===== config.mk =====
export PLATFORM = sky130hd
export DESIGN_NAME = magia_boot_ctrl
export DESIGN_NICKNAME = d
export VERILOG_FILES = /design/src/rtl/magia_pkg.sv /design/src/rtl/magia_sat_counter.sv /design/src/rtl/magia_boot_ctrl.sv
export SDC_FILE = /design/constraint.sdc
export NUM_CORES = 1
export LEC_CHECK = 0
export CAP_MARGIN = 20
export CORE_MARGIN = 8
export CORE_UTILIZATION = 40
export CTS_BUF_LIST = sky130_fd_sc_hd__clkbuf_8 sky130_fd_sc_hd__clkbuf_16
export CTS_CLUSTER_SIZE = 24
export DETAILED_ROUTE_END_ITERATION = 8
export PLACE_DENSITY = 0.72
export SLEW_MARGIN = 20
export SYNTH_ARGS = -nofsm -noshare
export SYNTH_HDL_FRONTEND = slang
export SYNTH_SLANG_ARGS = --single-unit

===== constraint.sdc =====
create_clock -name clk_i -period 4.2 [get_ports clk_i]
set_input_delay 0.84 -clock clk_i [delete_from_list [all_inputs] [get_ports clk_i]]
set_output_delay 0.84 -clock clk_i [all_outputs]
set_load 0.01 [all_outputs]

===== src/rtl/magia_pkg.sv =====
// Shared types and default constants for the MAGIA mesh boot controller.
package magia_pkg;

   // Boot sequencer states
   typedef enum logic [2:0] {
      ST_IDLE    = 3'd0,
      ST_ENABLE  = 3'd1,
      ST_STAGGER = 3'd2,
      ST_RUN     = 3'd3,
      ST_DONE    = 3'd4,
      ST_ERROR   = 3'd5
   } boot_state_e;

   // Default parameter values for the controller
   localparam int unsigned DEF_N_TILES        = 16;
   localparam int unsigned DEF_STAGGER_CYCLES = 4;
   localparam int unsigned DEF_SLEEP_WINDOW   = 16;

   // Width of every internal counter; matches the run-cycle output
   localparam int unsigned CNT_W = 32;

endpackage


===== src/rtl/magia_sat_counter.sv =====
// Up-counter with synchronous clear that sticks at all-ones instead of wrapping.
module magia_sat_counter #(
   parameter int unsigned WIDTH = 32
) (
   input  logic             clk_i,
   input  logic             rst_i,
   input  logic             clr_i,
   input  logic             en_i,
   output logic [WIDTH-1:0] count_o
);

   logic [WIDTH-1:0] r_count;

   // Clear beats enable; once all-ones the count holds
   always_ff @(posedge clk_i) begin
      if (rst_i) begin
         r_count <= '0;
      end else if (clr_i) begin
         r_count <= '0;
      end else if (en_i && (r_count != '1)) begin
         r_count <= r_count + 1'b1;
      end
   end

   assign count_o = r_count;

endmodule


===== src/rtl/magia_boot_ctrl.sv =====
// Mesh boot controller: enables the tile array, staggers per-tile fetch
// enables, then waits for every core to sleep for a window (or times out).
module magia_boot_ctrl
   import magia_pkg::*;
#(
   parameter int unsigned N_TILES        = DEF_N_TILES,
   parameter int unsigned STAGGER_CYCLES = DEF_STAGGER_CYCLES,
   parameter int unsigned SLEEP_WINDOW   = DEF_SLEEP_WINDOW
) (
   input  logic               clk_i,
   input  logic               rst_i,
   input  logic               start_i,
   input  logic               abort_i,
   input  logic [31:0]        boot_addr_i,
   input  logic [31:0]        timeout_i,
   input  logic [N_TILES-1:0] core_sleep_i,
   output logic               tile_enable_o,
   output logic [N_TILES-1:0] fetch_enable_o,
   output logic [31:0]        boot_addr_o,
   output logic               busy_o,
   output logic               done_o,
   output logic               timeout_o,
   output logic [31:0]        run_cycles_o
);

   boot_state_e        r_state;
   logic               r_tile_en;
   logic [N_TILES-1:0] r_fetch_en;
   logic [31:0]        r_boot_addr;
   logic               r_busy;
   logic               r_done;
   logic               r_timeout;

   logic [CNT_W-1:0]   w_run_cnt;
   logic [CNT_W-1:0]   w_run_inc;
   logic [CNT_W-1:0]   w_stag_cnt;
   logic [CNT_W-1:0]   w_sleep_cnt;
   logic               w_all_sleep;
   logic               w_in_boot;
   logic               w_start_acc;
   logic               w_timeout_hit;
   logic               w_done_hit;
   logic [N_TILES-1:0] w_first_mask;
   logic [N_TILES-1:0] w_next_mask;

   assign w_all_sleep = &core_sleep_i;
   assign w_in_boot   = (r_state == ST_STAGGER) || (r_state == ST_RUN);
   assign w_start_acc = start_i && !abort_i &&
                        ((r_state == ST_IDLE) || (r_state == ST_DONE) || (r_state == ST_ERROR));

   // Run count as it will read after this edge, so timeout fires together
   // with the counter showing the limit
   assign w_run_inc     = (w_run_cnt == '1) ? w_run_cnt : (w_run_cnt + 1'b1);
   assign w_timeout_hit = (timeout_i != '0) && (w_run_inc >= timeout_i);

   // Completion when this all-sleep cycle brings the window count to the target
   assign w_done_hit = (r_state == ST_RUN) && w_all_sleep &&
                       (({1'b0, w_sleep_cnt} + 33'd1) >= 33'(SLEEP_WINDOW));

   // Cycles spent in STAGGER+RUN; cleared by an accepted start
   magia_sat_counter #(.WIDTH(CNT_W)) u_run_cnt (
      .clk_i   (clk_i),
      .rst_i   (rst_i),
      .clr_i   (w_start_acc),
      .en_i    (w_in_boot),
      .count_o (w_run_cnt)
   );

   // Cycle index within STAGGER (0 in the entry cycle)
   magia_sat_counter #(.WIDTH(CNT_W)) u_stag_cnt (
      .clk_i   (clk_i),
      .rst_i   (rst_i),
      .clr_i   (r_state != ST_STAGGER),
      .en_i    (r_state == ST_STAGGER),
      .count_o (w_stag_cnt)
   );

   // Consecutive all-sleep cycles seen in RUN
   magia_sat_counter #(.WIDTH(CNT_W)) u_sleep_cnt (
      .clk_i   (clk_i),
      .rst_i   (rst_i),
      .clr_i   ((r_state != ST_RUN) || !w_all_sleep),
      .en_i    (w_all_sleep),
      .count_o (w_sleep_cnt)
   );

   // Tile gi turns on at STAGGER cycle gi*STAGGER_CYCLES; masks give the
   // enable set for the entry cycle and for the cycle after the current one
   genvar gi;
   generate
      for (gi = 0; gi < N_TILES; gi++) begin : g_mask
         localparam logic [32:0] OFFSET = 33'(gi) * 33'(STAGGER_CYCLES);
         assign w_first_mask[gi] = (OFFSET == 33'd0);
         assign w_next_mask[gi]  = (({1'b0, w_stag_cnt} + 33'd1) >= OFFSET);
      end
   endgenerate

   // Boot sequencer with all outputs registered alongside the state
   always_ff @(posedge clk_i) begin
      if (rst_i) begin
         r_state     <= ST_IDLE;
         r_tile_en   <= 1'b0;
         r_fetch_en  <= '0;
         r_boot_addr <= '0;
         r_busy      <= 1'b0;
         r_done      <= 1'b0;
         r_timeout   <= 1'b0;
      end else if (abort_i) begin
         r_state    <= ST_IDLE;
         r_tile_en  <= 1'b0;
         r_fetch_en <= '0;
         r_busy     <= 1'b0;
         r_done     <= 1'b0;
         r_timeout  <= 1'b0;
      end else begin
         case (r_state)
            ST_IDLE, ST_DONE, ST_ERROR: begin
               if (start_i) begin
                  r_state     <= ST_ENABLE;
                  r_boot_addr <= boot_addr_i;
                  r_tile_en   <= 1'b1;
                  r_fetch_en  <= '0;
                  r_busy      <= 1'b1;
                  r_done      <= 1'b0;
                  r_timeout   <= 1'b0;
               end
            end
            ST_ENABLE: begin
               r_state    <= ST_STAGGER;
               r_fetch_en <= w_first_mask;
            end
            ST_STAGGER: begin
               if (w_timeout_hit) begin
                  r_state    <= ST_ERROR;
                  r_tile_en  <= 1'b0;
                  r_fetch_en <= '0;
                  r_busy     <= 1'b0;
                  r_timeout  <= 1'b1;
               end else if (r_fetch_en[N_TILES-1]) begin
                  r_state <= ST_RUN;
               end else begin
                  r_fetch_en <= w_next_mask;
               end
            end
            ST_RUN: begin
               if (w_done_hit) begin
                  r_state    <= ST_DONE;
                  r_fetch_en <= '0;
                  r_busy     <= 1'b0;
                  r_done     <= 1'b1;
               end else if (w_timeout_hit) begin
                  r_state    <= ST_ERROR;
                  r_tile_en  <= 1'b0;
                  r_fetch_en <= '0;
                  r_busy     <= 1'b0;
                  r_timeout  <= 1'b1;
               end
            end
            default: begin
               r_state <= ST_IDLE;
            end
         endcase
      end
   end

   assign tile_enable_o  = r_tile_en;
   assign fetch_enable_o = r_fetch_en;
   assign boot_addr_o    = r_boot_addr;
   assign busy_o         = r_busy;
   assign done_o         = r_done;
   assign timeout_o      = r_timeout;
   assign run_cycles_o   = w_run_cnt;

endmodule


==> reports/metrics.csv <==
metric,value,unit
worstPathRequired,4.52,ns
wl_per_cell,15.9,um
cap_violations,0,
numClockSinks,151,
placementRows,54,
n_fill_cell,1977,
start_util,0.406,
core_area,0.0218,sq mm
hold_viol,0,
first_pass_iters,5,
r2r_setup_slack,0.1,ns
antenna_found_initial,0,
critPathMaxFanout,8,
worst_slew_pin_slew,0.839,ns
r2r_cells,18,
grt_pass1_wl,39.9,mm
critPathSlowestCell,a2111oi_2,
ant_nets,0,
synth.avg_cell_area,7.80,sq um
cts_tree,built,
grtUsageTotal,0.179,
worstSetupPathType,flop to flop,
slew_violations,0,
cpMostUsedCell,nand2_1,
critPathCaptureType,flop,
ys_ff_latch,151,
drive_above_1_share,0.128,
syn_nets,1257,
fin_cells,1598,
path_clk_slew,0.06,ns
netlist_top_cells_area,"dfxtp_1 34%, nand2_1 7.1%, a21oi_1 7.1%",
startpoint_type,flop,
die-area,0.0272,sq mm
yosysTopAreaCell,dfxtp_1,
power.share.combinational,0.086,
place.gp.congestion,0.849,
ir_drop,0.266,mV
grt_pass1_vias,8097,
drc_errors,0,
outcome,"complete, no violations",
clock_path_buffers,2,
hold-path-endpoint,boot_addr_o[18]$_SDFFE_PP0P_,
post-route-period-util,0.977,
worstPathArrival,4.42,ns
synth_cell_types,73,
worst_slack,0.0962,ns
internal_power,2.43,mW
pin_count,168,
netSwitchingFraction,0.250,
p_sw,0.810,mW
cpPeakStageDelay,0.53,ns
max_clock_freq,244,MHz
r2r-end,fetch_enable_o[1]$_SDFFE_PP0P_,
root_buffer,clkbuf_16,
yosys_warnings,0,
area_growth_syn_to_layout,34.7,%
reg2reg_from,u_run_cnt.count_o[1]$_SDFFE_PP0P_,
grt_remaining_overflow,0,
nets,1427,
dpl.hpwl,18.2,mm
post-place-ws,-0.0197,ns
seqCellArea,0.00303,sq mm
drt-total-wl,25.4,mm
synth_ff_type,dfxtp_1,
min_path_type,flop to flop,
antenna_cells,0,
multi_input_area,0.00571,sq mm
grt_max_degree,33,
netlist_area,0.00887,sq mm
die_w,165,um
synthArstFlopShare,0,
slew-limit-headroom,0.441,
cts_buffers,17,
cellPowerDensity,271,mW/mm^2
crit_path_cell_trace,"ha_4, and4_4, and3_4, nand4_1, nor3_2, nand3_2, buf_12, buf_4, nand2_1, ha_4, o2111ai_1, a2111oi_2, a31oi_4, buf_4, nand2_1, nand2_1, o21a_4, a22o_1",
synth-edff-count,0,
drtIter0Drc,525,
htreeDepth,4,
syn_inst,1136,
p_leak,4.49,nW
fin_hold_ws,0.454,ns
vias,8618,
viasPerCell,5.39,
dp_cells,1550,
clk_latency,0.43,ns
cts_hold_buffers,0,
fin_worst_skew,0.0130,ns
min_from,boot_addr_o[18]$_SDFFE_PP0P_,
crit_path_start,u_run_cnt.count_o[1]$_SDFFE_PP0P_,
pwr-share-seq,0.453,
clkPwrFrac,0.461,
period_minus_slack,4.10,ns
io_buffer_count,167,
yosysTopAreaCellShare,0.341,
die_h,165,um
hold_depth,2,
ys_seq_area_frac,0.341,
setup_viol,0,
flip-flops by register name (all words and copies together), names as in the netlist:
register and count:
boot_addr_o 32, u_run_cnt.count_o 32, u_sleep_cnt.count_o 32, u_stag_cnt.count_o 32, fetch_enable_o 16, r_state 3
busy_o 1, done_o 1, tile_enable_o 1, timeout_o 1
per-layer routing:
metal	vias up	track usage	share of wire
met1	4029	0.220	0.44
li1	4312	-	-
met2	251	0.290	0.46
met4	0	0.0508	0.013
met3	26	0.0661	0.087
met5	-	0	0
layout make-up:
class                   instances  area share
repair buffers                222       0.179
well taps                     280      0.0293
multi-input cells             873       0.478
clock buffers                  17      0.0356
flip-flops and latches        151       0.254
inverters                      41      0.0129
clock inverters                14      0.0116
cell usage in the layout, fill, tap and decap left out, types with 6 or more instances in the layout:
cell | netlist | layout
a31oi_1 | 11 | 9
a21oi_1 | 125 | 120
and3_1 | 17 | 15
xnor2_1 | 67 | 66
ha_1 | 37 | 30
o21ai_0 | 27 | 21
clkdlybuf4s50_1 | 0 | 167
xor2_1 | 56 | 56
nor4_1 | 18 | 18
clkbuf_16 | 0 | 18
nor2_1 | 87 | 82
mux2i_1 | 6 | 6
and4_1 | 14 | 10
inv_1 | 41 | 41
nand2_1 | 167 | 165
buf_4 | 0 | 50
or3_1 | 17 | 14
dfxtp_1 | 151 | 148
nand2b_1 | 7 | 6
nand3_1 | 42 | 39
nand4_1 | 38 | 38
nand3_2 | 3 | 6
o2bb2ai_1 | 6 | 6
or2_2 | 6 | 6
and2_1 | 8 | 8
a21o_1 | 8 | 8
ha_4 | 0 | 7
nor3_1 | 36 | 32
Yosys cell counts (all sizes together) (7+ instances only):
cell type / count
nor4: 20
nand2b: 7
nor2: 88
ha: 37
or3: 18
nand4: 40
xor2: 56
and3: 17
and4: 14
nand2: 167
nand3: 45
inv: 41
nor3: 38
a31oi: 11
xnor2: 67
o2bb2ai: 7
a21o: 8
clkbuf: 61
or2: 7
buf: 11
a21oi: 125
dfxtp: 151
o21ai: 28
and2: 8
worst max-delay path, delay by kind of cell (launching register included):
kind	cells	cell delay, ns
AOI/OAI and AO/OA	5	1.38
DFF	1	0.37
adders and majority gates	2	0.32
and+or+nand+nor	8	1.37
buffers and inverters	3	0.55
power groups by stage:
stage | Sequential, mW | Clock [mW] | Combinational, mW
floorplan | 1.50 | 0 | 0.112
global placement | 1.50 | 0 | 0.260
detailed placement | 1.50 | 0 | 0.263
CTS | 1.47 | 1.52 | 0.265
global route | 1.47 | 1.59 | 0.303
finish | 1.47 | 1.49 | 0.278
metrics by stage:
step                total power [mW]  cell area [sq um]  TNS (ns)  utilization
floorplan                       1.61               8890         0            -
global placement                1.76              10900         0        0.500
detailed placement              1.76              10900   -0.0397        0.500
CTS                             3.26              11500         0        0.527
global route                    3.36              11900     -1.87        0.547
finish                          3.24              11900         0        0.547
how the worst max path moves through the flow:
stage	endpoint	cells after the start
3_3_place_gp	fetch_enable_o[6]$_SDFFE_PP0P_	18
6_report	fetch_enable_o[1]$_SDFFE_PP0P_	18
4_1_cts	fetch_enable_o[1]$_SDFFE_PP0P_	16
2_1_floorplan	fetch_enable_o[2]$_SDFFE_PP0P_	21
3_5_place_dp	fetch_enable_o[4]$_SDFFE_PP0P_	18
5_1_grt	fetch_enable_o[0]$_SDFFE_PP0P_	19
cells by family after synthesis:
kind of cell | share of synthesized area
compound gates | 0.147
flops | 0.341
mux | 0.0106
xor+xnor | 0.122
buf+inv | 0.0501
simple gates | 0.278
fa+ha+maj | 0.0522
repair_timing:
item	4_1_cts	5_1_grt
endpoints found under the setup margin	3	20
resized for setup	1	64
setup buffers	0	14
pin swaps	0	22
gates cloned	0	2
Power figures use the tool's default switching activity.
